`src/rtl/cache_req_frontend.sv`:
```
// Trace-command front end for the LLC: legality check, address split,
// small request FIFO and saturating accept/illegal statistics.
//
// Ports:
//   clk, rst_n          clock, async active-low reset
//   in_valid/in_ready   trace command handshake (in_cmd, in_addr)
//   out_valid/out_ready decoded request handshake
//   out_cmd/out_tag/out_index/out_offset  head-of-FIFO fields
//   accept_cnt          legal commands enqueued (saturating)
//   illegal_cnt         illegal commands dropped (saturating)
module cache_req_frontend #(
  parameter int ADDR_W   = 32,
  parameter int TAG_W    = 12,
  parameter int INDEX_W  = 14,
  parameter int OFFSET_W = 6,
  parameter int DEPTH    = 4,
  parameter int CNT_W    = 16
) (
  input  logic                clk,
  input  logic                rst_n,
  input  logic                in_valid,
  output logic                in_ready,
  input  logic [3:0]          in_cmd,
  input  logic [ADDR_W-1:0]   in_addr,
  output logic                out_valid,
  input  logic                out_ready,
  output logic [3:0]          out_cmd,
  output logic [TAG_W-1:0]    out_tag,
  output logic [INDEX_W-1:0]  out_index,
  output logic [OFFSET_W-1:0] out_offset,
  output logic [CNT_W-1:0]    accept_cnt,
  output logic [CNT_W-1:0]    illegal_cnt
);

  localparam int PTR_W = (DEPTH > 1) ? $clog2(DEPTH) : 1;
  localparam int CNT_FW = $clog2(DEPTH + 1);

  if (TAG_W + INDEX_W + OFFSET_W != ADDR_W) begin : g_bad_split
    $fatal(1, "TAG_W+INDEX_W+OFFSET_W must equal ADDR_W");
  end

  if ((DEPTH < 2) || ((DEPTH & (DEPTH - 1)) != 0)) begin : g_bad_depth
    $fatal(1, "DEPTH must be a power of two >= 2");
  end

  logic [3:0]          r_cmd [DEPTH];
  logic [TAG_W-1:0]    r_tag [DEPTH];
  logic [INDEX_W-1:0]  r_idx [DEPTH];
  logic [OFFSET_W-1:0] r_off [DEPTH];

  logic [PTR_W-1:0]  r_head;
  logic [PTR_W-1:0]  r_tail;
  logic [CNT_FW-1:0] r_count;
  logic [CNT_W-1:0]  r_acc;
  logic [CNT_W-1:0]  r_ill;

  logic w_full;
  logic w_empty;
  logic w_legal;
  logic w_xfer;
  logic w_push;
  logic w_ill;
  logic w_pop;

  always_comb begin
    w_legal = 1'b0;
    case (in_cmd)
      4'd0, 4'd1, 4'd2, 4'd3, 4'd4,
      4'd5, 4'd6, 4'd8, 4'd9: w_legal = 1'b1;
      default:                w_legal = 1'b0;
    endcase
  end

  assign w_full  = (r_count == CNT_FW'(DEPTH));
  assign w_empty = (r_count == '0);

  // ready depends on full only, so a same-cycle pop never frees a slot
  assign in_ready  = !w_full;
  assign out_valid = !w_empty;

  assign w_xfer = in_valid && in_ready;
  assign w_push = w_xfer && w_legal;
  assign w_ill  = w_xfer && !w_legal;
  assign w_pop  = out_valid && out_ready;

  always_ff @(posedge clk or negedge rst_n) begin
    if (!rst_n) begin
      for (int i = 0; i < DEPTH; i++) begin
        r_cmd[i] <= '0;
        r_tag[i] <= '0;
        r_idx[i] <= '0;
        r_off[i] <= '0;
      end
    end else if (w_push) begin
      r_cmd[r_tail] <= in_cmd;
      r_tag[r_tail] <= in_addr[ADDR_W-1:INDEX_W+OFFSET_W];
      r_idx[r_tail] <= in_addr[INDEX_W+OFFSET_W-1:OFFSET_W];
      r_off[r_tail] <= in_addr[OFFSET_W-1:0];
    end
  end

  always_ff @(posedge clk or negedge rst_n) begin
    if (!rst_n) begin
      r_head  <= '0;
      r_tail  <= '0;
      r_count <= '0;
    end else begin
      if (w_push) r_tail <= r_tail + PTR_W'(1);
      if (w_pop)  r_head <= r_head + PTR_W'(1);
      case ({w_push, w_pop})
        2'b10:   r_count <= r_count + CNT_FW'(1);
        2'b01:   r_count <= r_count - CNT_FW'(1);
        default: r_count <= r_count;
      endcase
    end
  end

  always_ff @(posedge clk or negedge rst_n) begin
    if (!rst_n) begin
      r_acc <= '0;
      r_ill <= '0;
    end else begin
      if (w_push && (r_acc != {CNT_W{1'b1}})) r_acc <= r_acc + CNT_W'(1);
      if (w_ill && (r_ill != {CNT_W{1'b1}}))  r_ill <= r_ill + CNT_W'(1);
    end
  end

  assign out_cmd     = r_cmd[r_head];
  assign out_tag     = r_tag[r_head];
  assign out_index   = r_idx[r_head];
  assign out_offset  = r_off[r_head];
  assign accept_cnt  = r_acc;
  assign illegal_cnt = r_ill;

endmodule

```
`config.mk`:
```
export PLATFORM = sky130hd
export DESIGN_NAME = cache_req_frontend
export DESIGN_NICKNAME = d
export VERILOG_FILES = /design/src/rtl/cache_req_frontend.sv
export SDC_FILE = /design/constraint.sdc
export NUM_CORES = 1
export LEC_CHECK = 0
export CAP_MARGIN = 20
export CORE_UTILIZATION = 55
export DETAILED_ROUTE_END_ITERATION = 10
export HOLD_SLACK_MARGIN = 0.12
export PLACE_DENSITY_LB_ADDON = 0.3
export SLEW_MARGIN = 20
export SYNTH_ARGS = -nofsm -noshare
export SYNTH_HDL_FRONTEND = slang
export SYNTH_SLANG_ARGS = --single-unit
```
`constraint.sdc`:
```
create_clock -name clk -period 3.15 [get_ports clk]
set_input_delay 0.63 -clock clk [delete_from_list [all_inputs] [get_ports clk]]
set_output_delay 0.63 -clock clk [all_outputs]
set_load 0.01 [all_outputs]
```
Word level (Yosys, flattened, before mapping)
Memories as Yosys holds them, arrays and structs flattened.
Cells that the tools add are included.
Word-level totals
  register bits after elaboration: 183
  memories: 1
  bits in read-only memories: 16
Operators by class
  magnitude comparators: 3
  add/subtract/negate cells: 6
  reductions and logical operators: 12
  multiplexer cells: 25
  equality and inequality tests: 5
  bitwise logic cells: 2
Memories
  (name not given): depth 16, bits a word 1, read ports 1, clocked after Yosys merged registers in 0, write ports 0, RTL line 67  | case (in_cmd)
Operator list (number)
  $bwmux W56: 1
  $bwmux W48: 1
  $mux W14: 3
  $mux W12: 3
  $add A16 B1 Y16 const B: 2
  $ne A16 B16 Y1 const B: 2
  $bmux W14 S2: 1
  $demux W14 S2: 1
  $bmux W12 S2: 1
  $bwmux W24: 1
  $demux W12 S2: 1
  $mux W6: 3
  $bwmux W16: 1
  $bmux W6 S2: 1
  $demux W6 S2: 1
  $mux W4: 3
  $bmux W4 S2: 1
  $demux W4 S2: 1
  $logic_and A1 B1 Y1: 7
  $ge A3 B3 Y1 const B: 2
  $not A2 Y3: 2
  $pmux W3 S2: 1
  $add A2 B1 Y2 const B: 2
  $add A3 B1 Y3 const B: 1
  other kinds (8): 10

Logic depth before layout (Yosys ltp)
Gate-level depths: netlist of run 1.
  word-level depth: 6
  gate-level depth with buffers: 11

Worst setup path after synthesis of run 1
No wires, ideal clock.
  path kind: reg2reg
  start point: reg r_count[0]
  end point: reg r_count[2]
  library setup time: 0.079 ns
  path slack: 0.715 ns
  data arrival time: 2.356 ns
  data required time: 3.071 ns
  buffers on the path: 2
  cell stages (with the launch flop): 12
  path through: dfrtp_1 -> or3b_1 -> and4_1 -> buf_4 -> buf_6 -> inv_1 -> ha_1 -> inv_1 -> fa_1 -> xor2_1 -> nor2_1 -> xor2_1
On the way
  word-level cells in the longest chain between the ends: 6
  elaborated cells between the ends (all ways): 13
RTL lines
  start, declared: RTL line 53  | logic [CNT_FW-1:0] r_count;
  start signal, assigned: RTL line 111  | 2'b10: r_count <= r_count + CNT_FW'(1);
  start signal, assigned: RTL line 112  | 2'b01: r_count <= r_count - CNT_FW'(1);
  start signal, assigned: RTL line 113  | default: r_count <= r_count;
  $eq A3 B3 Y1 (*): RTL line 74  | assign w_full = (r_count == CNT_FW'(DEPTH));
  $logic_not A1 Y1 (*): RTL line 78  | assign in_ready = !w_full;
  via in_ready: RTL line 22  | output logic in_ready,
  $logic_and A1 B1 Y1 (*): RTL line 81  | assign w_xfer = in_valid && in_ready;
  $logic_and A1 B1 Y1 (*): RTL line 82  | assign w_push = w_xfer && w_legal;
  $eq A2 B1 Y1 / $eq A2 B2 Y1 (equally long branches): RTL line 110  | case ({w_push, w_pop})
  $pmux W3 S2 / $reduce_bool A2 Y1 (equally long branches)
The timed path passes the listed nets; every way through them passes the cells marked *.
A chain may end at the register's enable or synchronous reset.

Worst setup path in the final report of run 1
  start point: reg r_head[1]
  end point: out out_index[12]
On the way
  word-level cells in the longest chain between the ends: 4
RTL lines
  start, declared: RTL line 51  | logic [PTR_W-1:0] r_head;
  start signal, assigned: RTL line 109  | if (w_pop) r_head <= r_head + PTR_W'(1);
  $not A2 Y3 (not written as such): RTL line 130  | assign out_index = r_idx[r_head];
  $bmux W14 S2: RTL line 130
  $mux W14 (not written as such) (2 in a row): RTL line 130
  end, declared: RTL line 29  | output logic [INDEX_W-1:0] out_index,
No other way between the ends. The select of a mux whose other input is x is not followed.

==> impl_metrics.yaml, run 1 <==
power_and_ir_drop:
  p_total_mw: 10.59
  p_int_mw: 7.510
  p_sw_mw: 3.077
  pwr-share-comb_pct: 38.5
  clock_power_share_pct: 22.8
  p_sw_share_pct: 29.06
  p_leak_nw: 4.319
  peakVddDrop_uv: 626.6
  power_density_mw_per_mm2: 1041
  power_frac_seq_pct: 38.8
drt:
  routed_wl_um: 16530
  num_vias: 4791
  firstDrtPassIters: 4
  drtIter0Drc: 206
  drc: 0
  routed_via_density: 5.710
  antenna_left: 0
  wl_per_cell_um: 19.70
clocking:
  clk_latency_ps: 430
  post_cts_buffers: 0
  htreeDepth: 4
  root_buffer: "clkbuf_16"
  cts_hold_buf: 0
  clockBufferDepth: 2
  clk_pin_slew_ps: 60
  cts_resized: 0
  cts_buffers: 17
  cts_num_sinks: 183
  cts_tree: "built"
floorplanning:
  start_util_pct: 56.34
  die-height_um: 124.0
  num_rows: 44
  coreArea_mm2: 0.01453
  die_x_um: 124.0
  ios: 110
  dieArea_mm2: 0.01538
sta:
  holdWs_ps: 248.3
  fin_crit_sh_pct: 95.59
  rsz0062_at_grt: "false"
  hold_violations: 0
  fin_crit_ps: 3011
  setup_viol_count_final: 0
  slew_violations: 0
  fmax_mhz: 332.1
  worstMarginPinSlew_ps: 794.2
  skew_ps: 9.265
  fin_setup_tns_ps: 0
  timing.final.ws_setup_ps: 138.8
  slew_headroom_pct: 47.05
critical_path:
  cp_num_buf_inv: 2
  path_cells: "buf_4 > mux4_2 > clkdlybuf4s50_1"
  crit_family: "buffers and inverters"
  arrival_ps: 2380
  criticalPathCategory: "reg -> out"
  critPathLaunchType: "flip-flop"
  cp_slowest_stage_delay_ps: 810
  cp.required_ps: 2520
  crit_path_max_fanout: 24
  critPathCaptureType: "primary output"
  slowest_stage: "dfrtp_2"
final_layout:
  nets: 690
  fin_util_pct: 69.96
  antenna_cells: 0
  instances_no_fill: 839
  fillers: 966
  drive_above_1_share_pct: 26.87
  design_area_mm2: 0.01017
  synthToLayoutAreaGrowth_pct: 24.17
logic_synthesis:
  ys_async_sr_fraction_pct: 100.0
  synth_top_cell_by_area: "dfrtp_1"
  ys_ff_latch: 183
  synth_fp_nets: 572
  ys_top_cells_by_area: "dfrtp_1, mux2_2, mux4_2"
  synth_cell_types: 41
  yosysWarnings: 0
  syn_inst: 524
  seq_area_frac_synth_pct: 55.92
  synth_area_mm2: 0.008189
  ys.flop_type: "dfrtp_1"
  yosysTopAreaCellShare_pct: 55.92
  syn_area_per_cell_um2: 15.63
  synth-edff-count: 0
placed_design:
  io_buffer_count: 109
  dpl_cell_area_mm2: 0.009489
  dp.cells: 807
  gp_congestion: 0.7840
  hpwl_um: 10680
  dpl_worst_slack_ps: 305.8
run:
  max-cap-violations: 0
global_routing:
  grt_pass1_wl_um: 26550
  grt_max_degree: 86
  gr-usage-all-layers_pct: 23.20
  antenna_found_initial: 0
  grt_pass1_vias: 5120
  grt.overflow.total: 0
outcome:
  status: "complete, no violations"
min_path:
  hold_path_class: "in -> async"
## sequential cells by signal, indices dropped and copies added, names as in the netlist
signal and cells:
r_tag 48, r_count 3, r_idx 56, r_tail 2, r_cmd 16, r_head 2, accept_cnt 16, r_off 24
illegal_cnt 16
## cell usage after synthesis (all sizes together), types with 2 or more instances
| cell type | count |
|---|---|
| buf | 18 |
| mux4 | 36 |
| o21ai | 2 |
| and4 | 6 |
| nand4 | 7 |
| nor3 | 2 |
| dfrtp | 183 |
| and3 | 5 |
| nand3 | 11 |
| xor2 | 14 |
| or3 | 2 |
| xnor2 | 19 |
| a41oi | 2 |
| and2 | 2 |
| nor2b | 2 |
| mux2 | 147 |
| nand2 | 23 |
| clkbuf | 4 |
| nor4 | 3 |
| ha | 7 |
| inv | 10 |
| nor2 | 8 |
## path summary, 6_finish.rpt
check | start | cells past startpoint | endpoint | slack [ps]
worst max-delay path | r_head[1]$_DFFE_PN0P_ | 3 | out_index[12] | 140
min in group clk | r_tag[20]$_DFFE_PN0P_ | 1 | r_tag[20]$_DFFE_PN0P_ | 490
worst min register to register | r_tag[20]$_DFFE_PN0P_ | 1 | r_tag[20]$_DFFE_PN0P_ | 490
max in group asynchronous | rst_n | 2 | r_head[1]$_DFFE_PN0P_ | 2010
worst max register to register | r_count[0]$_DFFE_PN0P_ | 6 | r_idx[45]$_DFFE_PN0P_ | 780
worst min-delay path | rst_n | 1 | r_off[13]$_DFFE_PN0P_ | 250
## kinds of logic (layout without fill, tap and decap cells)
group	count (synthesis)	after routing	share of synthesized area [%]
adder cells (fa/ha/maj)	8	8	1.314
buffers and inverters	32	163	2.475
flip-flops	183	183	55.92
AO/OA/AOI/OAI	9	9	1.207
XOR/XNOR	33	33	3.529
AND/OR/NAND/NOR	75	75	5.317
multiplexers	184	184	30.24
## final cells by class
| type | instances | area (um2) | share of cell area (%) |
|---|---|---|---|
| inverter | 10 | 37.54 | 0.3691 |
| sequential | 183 | 4582 | 45.06 |
| tap | 184 | 230.2 | 2.264 |
| clock buffer | 20 | 456.7 | 4.491 |
| timing repair buffer | 121 | 1232 | 12.12 |
| clock inverter | 12 | 222.7 | 2.190 |
| multi-input combinational | 309 | 3407 | 33.51 |
## worst reg2reg max path, stage by stage, from the launching register on
cell     delay (ps)
dfrtp_1         430
or3b_1          410
and4_1          320
buf_4           240
nand2_2          90
buf_4           370
mux2_2          410
## placed cells by master (no fill, tap or decap), drive strengths merged, types with 2 or more instances in the layout
cell / instances
dfrtp: 183
mux2: 147
clkdlybuf4s50: 108
mux4: 36
nand2: 23
clkbuf: 20
xnor2: 19
xor2: 14
buf: 13
nand3: 11
inv: 10
nor2: 8
nand4: 7
ha: 7
and4: 6
bufinv: 6
and3: 5
clkinvlp: 5
nor4: 3
or3: 2
and2: 2
nor3: 2
nor2b: 2
o21ai: 2
a41oi: 2
## layer usage
layer  global-route usage (%)  vias up  routed length [um]
li1                         -     2156                   -
met1                    30.27     2515                7268
met2                    37.57      101                8367
met3                    6.914       19                 679
met4                    6.994        0                 209
met5                        0        -                   0
## power groups by stage
stage / clock network [mW] / logic [mW] / registers (mW)
after floorplan: 0 / 2.57 / 3.84
after global placement: 0 / 3.99 / 4.02
after detailed placement: 0 / 4.11 / 4.14
after CTS: 2.45 / 4.15 / 4.10
after global routing: 2.56 / 4.39 / 4.23
final: 2.41 / 4.07 / 4.10
Power figures use the tool's default switching activity.
==> run 2, diff against run 1 <==
ABC_AREA = 1   (was unset)
CORE_UTILIZATION = 56   (was 55)
==> impl_metrics.yaml, run 2 <==
outcome:
  status: "complete, no violations"
clocking:
  clockBufferDepth: 2
  clk_latency_ps: 420
  cts_buffers: 17
  cts_num_sinks: 183
  cts_hold_buf: 0
  root_buffer: "clkbuf_16"
  htreeDepth: 4
  post_cts_buffers: 0
  clk_pin_slew_ps: 70
  cts_resized: 0
  cts_tree: "built"
drt:
  antenna_left: 0
  drtIter0Drc: 572
  routed_via_density: 5.403
  wl_per_cell_um: 14.77
  firstDrtPassIters: 6
  routed_wl_um: 20070
  drc: 0
  num_vias: 7342
final_layout:
  reg.largest.list: "r_idx: 56 flops, r_tag: 48 flops, r_off: 24 flops"
  regArea_mm2: 0.004581
  synthToLayoutAreaGrowth_pct: 19.63
  multi_input_area_mm2: 0.003717
  final_cell_mix: "nand2_1, dfrtp_1, nor2_1"
  layout.cells.most_common: "nand2_1"
  fin_util_pct: 69.79
  design_area_mm2: 0.01077
  largest_reg_flops: 56
  fillers: 1238
  nets: 1183
  top_register: "r_idx"
  drive_above_1_share_pct: 11.93
  antenna_cells: 0
sta:
  slew_violations: 0
  worstMarginPinSlew_ps: 800.6
  skew_ps: 7.120
  fin_setup_tns_ps: 0
  fin_crit_ps: 2978
  slew_headroom_pct: 46.27
  fmax_mhz: 335.8
  rsz0062_at_grt: "false"
  fin_crit_sh_pct: 94.53
  hold_violations: 0
  setup_viol_count_final: 0
logic_synthesis:
  yosysWarnings: 0
  synth_compound_area_share_pct: 19.10
  synth_fp_nets: 1090
  ys_async_sr_fraction_pct: 100.0
  syn_inst: 1042
  ys_ff_latch: 183
  seq_area_frac_synth_pct: 50.88
  synth_cell_types: 28
  synthAdderAreaFrac_pct: 1.196
  muxShareOfSynthArea_pct: 0
  ys_top_cells_by_area: "dfrtp_1, nand2_1, o21ai_2"
  synthXorXnorAreaFrac_pct: 1.460
  synth-simple-area-share_pct: 19.55
  synth-edff-count: 0
  yosysMostFrequentCell: "nand2_1"
  synth_top_family_by_area: "simple AND/OR/NAND/NOR gates"
  synth_common_cells: "nand2_1, dfrtp_1, nor2_1"
  syn_area_per_cell_um2: 8.637
  synth_area_mm2: 0.009000
  ys.flop_type: "dfrtp_1"
  synth_top_cell_by_area: "dfrtp_1"
  yosysTopAreaCellShare_pct: 50.88
floorplanning:
  die-height_um: 128.8
  ios: 110
  start_util_pct: 58.34
  dieArea_mm2: 0.01658
  num_rows: 45
  coreArea_mm2: 0.01543
  die_x_um: 128.8
global_routing:
  grt_pass1_wl_um: 34020
  gr-usage-all-layers_pct: 26.06
  grt.overflow.total: 0
  grt_max_degree: 73
  antenna_found_initial: 0
  grt_pass1_vias: 7050
power_and_ir_drop:
  p_total_mw: 10.96
  clock_power_share_pct: 20.8
  p_sw_mw: 4.007
  power_density_mw_per_mm2: 1018
  p_leak_nw: 4.907
  peakVddDrop_uv: 473.6
  power_frac_seq_pct: 36.4
  pwr-share-comb_pct: 42.8
  p_int_mw: 6.952
  p_sw_share_pct: 36.56
placed_design:
  gp_congestion: 0.8256
  io_buffer_count: 109
  hpwl_um: 12650
  dpl_cell_area_mm2: 0.01013
critical_path:
  startpoint: "r_head[0]$_DFFE_PN0P_"
  cp.required_ps: 2520
  critPathLaunchType: "flip-flop"
  critPathCaptureType: "primary output"
  rrSetupSlack_ps: 1080
  crit_end: "out_index[9]"
  arrival_ps: 2350
  criticalPathCategory: "reg -> out"
  rr_worst_depth: 11
  crit_path_max_fanout: 26
  rr_endpoint: "r_count[2]$_DFFE_PN0P_"
  regToRegStartpoint: "r_count[0]$_DFFE_PN0P_"
min_path:
  hold_path_class: "in -> async"
run:
  max-cap-violations: 0
==> run 2: how the worst min path moves through the flow <==
stage,end,slack (ps),from
2_1_floorplan,accept_cnt[0]$_DFFE_PN0P_,330,rst_n
3_3_place_gp,r_off[17]$_DFFE_PN0P_,460,r_off[17]$_DFFE_PN0P_
3_5_place_dp,r_idx[28]$_DFFE_PN0P_,460,r_idx[28]$_DFFE_PN0P_
4_1_cts,r_idx[24]$_DFFE_PN0P_,240,rst_n
5_1_grt,r_tag[1]$_DFFE_PN0P_,260,rst_n
6_report,r_tag[1]$_DFFE_PN0P_,210,rst_n
==> run 2: cell families after synthesis <==
logic type      Yosys count
simple gates            428
compound gates          282
flops                   183
buf+inv                 126
xor+xnor                 15
fa+ha+maj                 8
==> run 2: stage by stage <==
step                      std cells  hold WS (ps)  setup WS, ps
after global placement         1327         459.7         518.3
after floorplan                1042         334.4          1147
after CTS                      1359         240.0         180.2
after detailed placement       1327         462.7         469.1
after global routing           1359         262.4         65.85
final                          1359         213.6         172.3
==> run 2: cell type report <==
type / count / area share [%]
flip-flops and latches: 183 / 42.54
clock inverters: 6 / 1.278
inverters: 72 / 2.510
clock buffers: 26 / 4.637
well taps: 211 / 2.452
repair buffers: 128 / 12.05
multi-input cells: 733 / 34.53
==> run 2: power groups by stage <==
| stage | combinational, mW | clock (mW) | sequential (mW) |
|---|---|---|---|
| floorplan | 2.92 | 0 | 3.87 |
| finish | 4.69 | 2.28 | 3.99 |
| global placement | 4.59 | 0 | 3.96 |
| detailed placement | 4.70 | 0 | 3.99 |
| global route | 5.21 | 2.42 | 4.12 |
| CTS | 4.73 | 2.32 | 3.97 |
==> run 2: routing by layer <==
layer / part of all wire (%) / GRT usage (%) / wire length, um
met4: 0.57 / 5.952 / 114
met2: 48 / 43.12 / 9594
met5: 0 / 0 / 0
met3: 5.5 / 6.029 / 1109
met1: 46 / 35.03 / 9253
==> run 2: worst max-delay path, cell delays in order, from the launching register on <==
cell,delay [ps]
dfrtp_2,540
buf_4,350
buf_4,220
o21ai_0,90
o22ai_1,170
clkdlybuf4s50_1,550
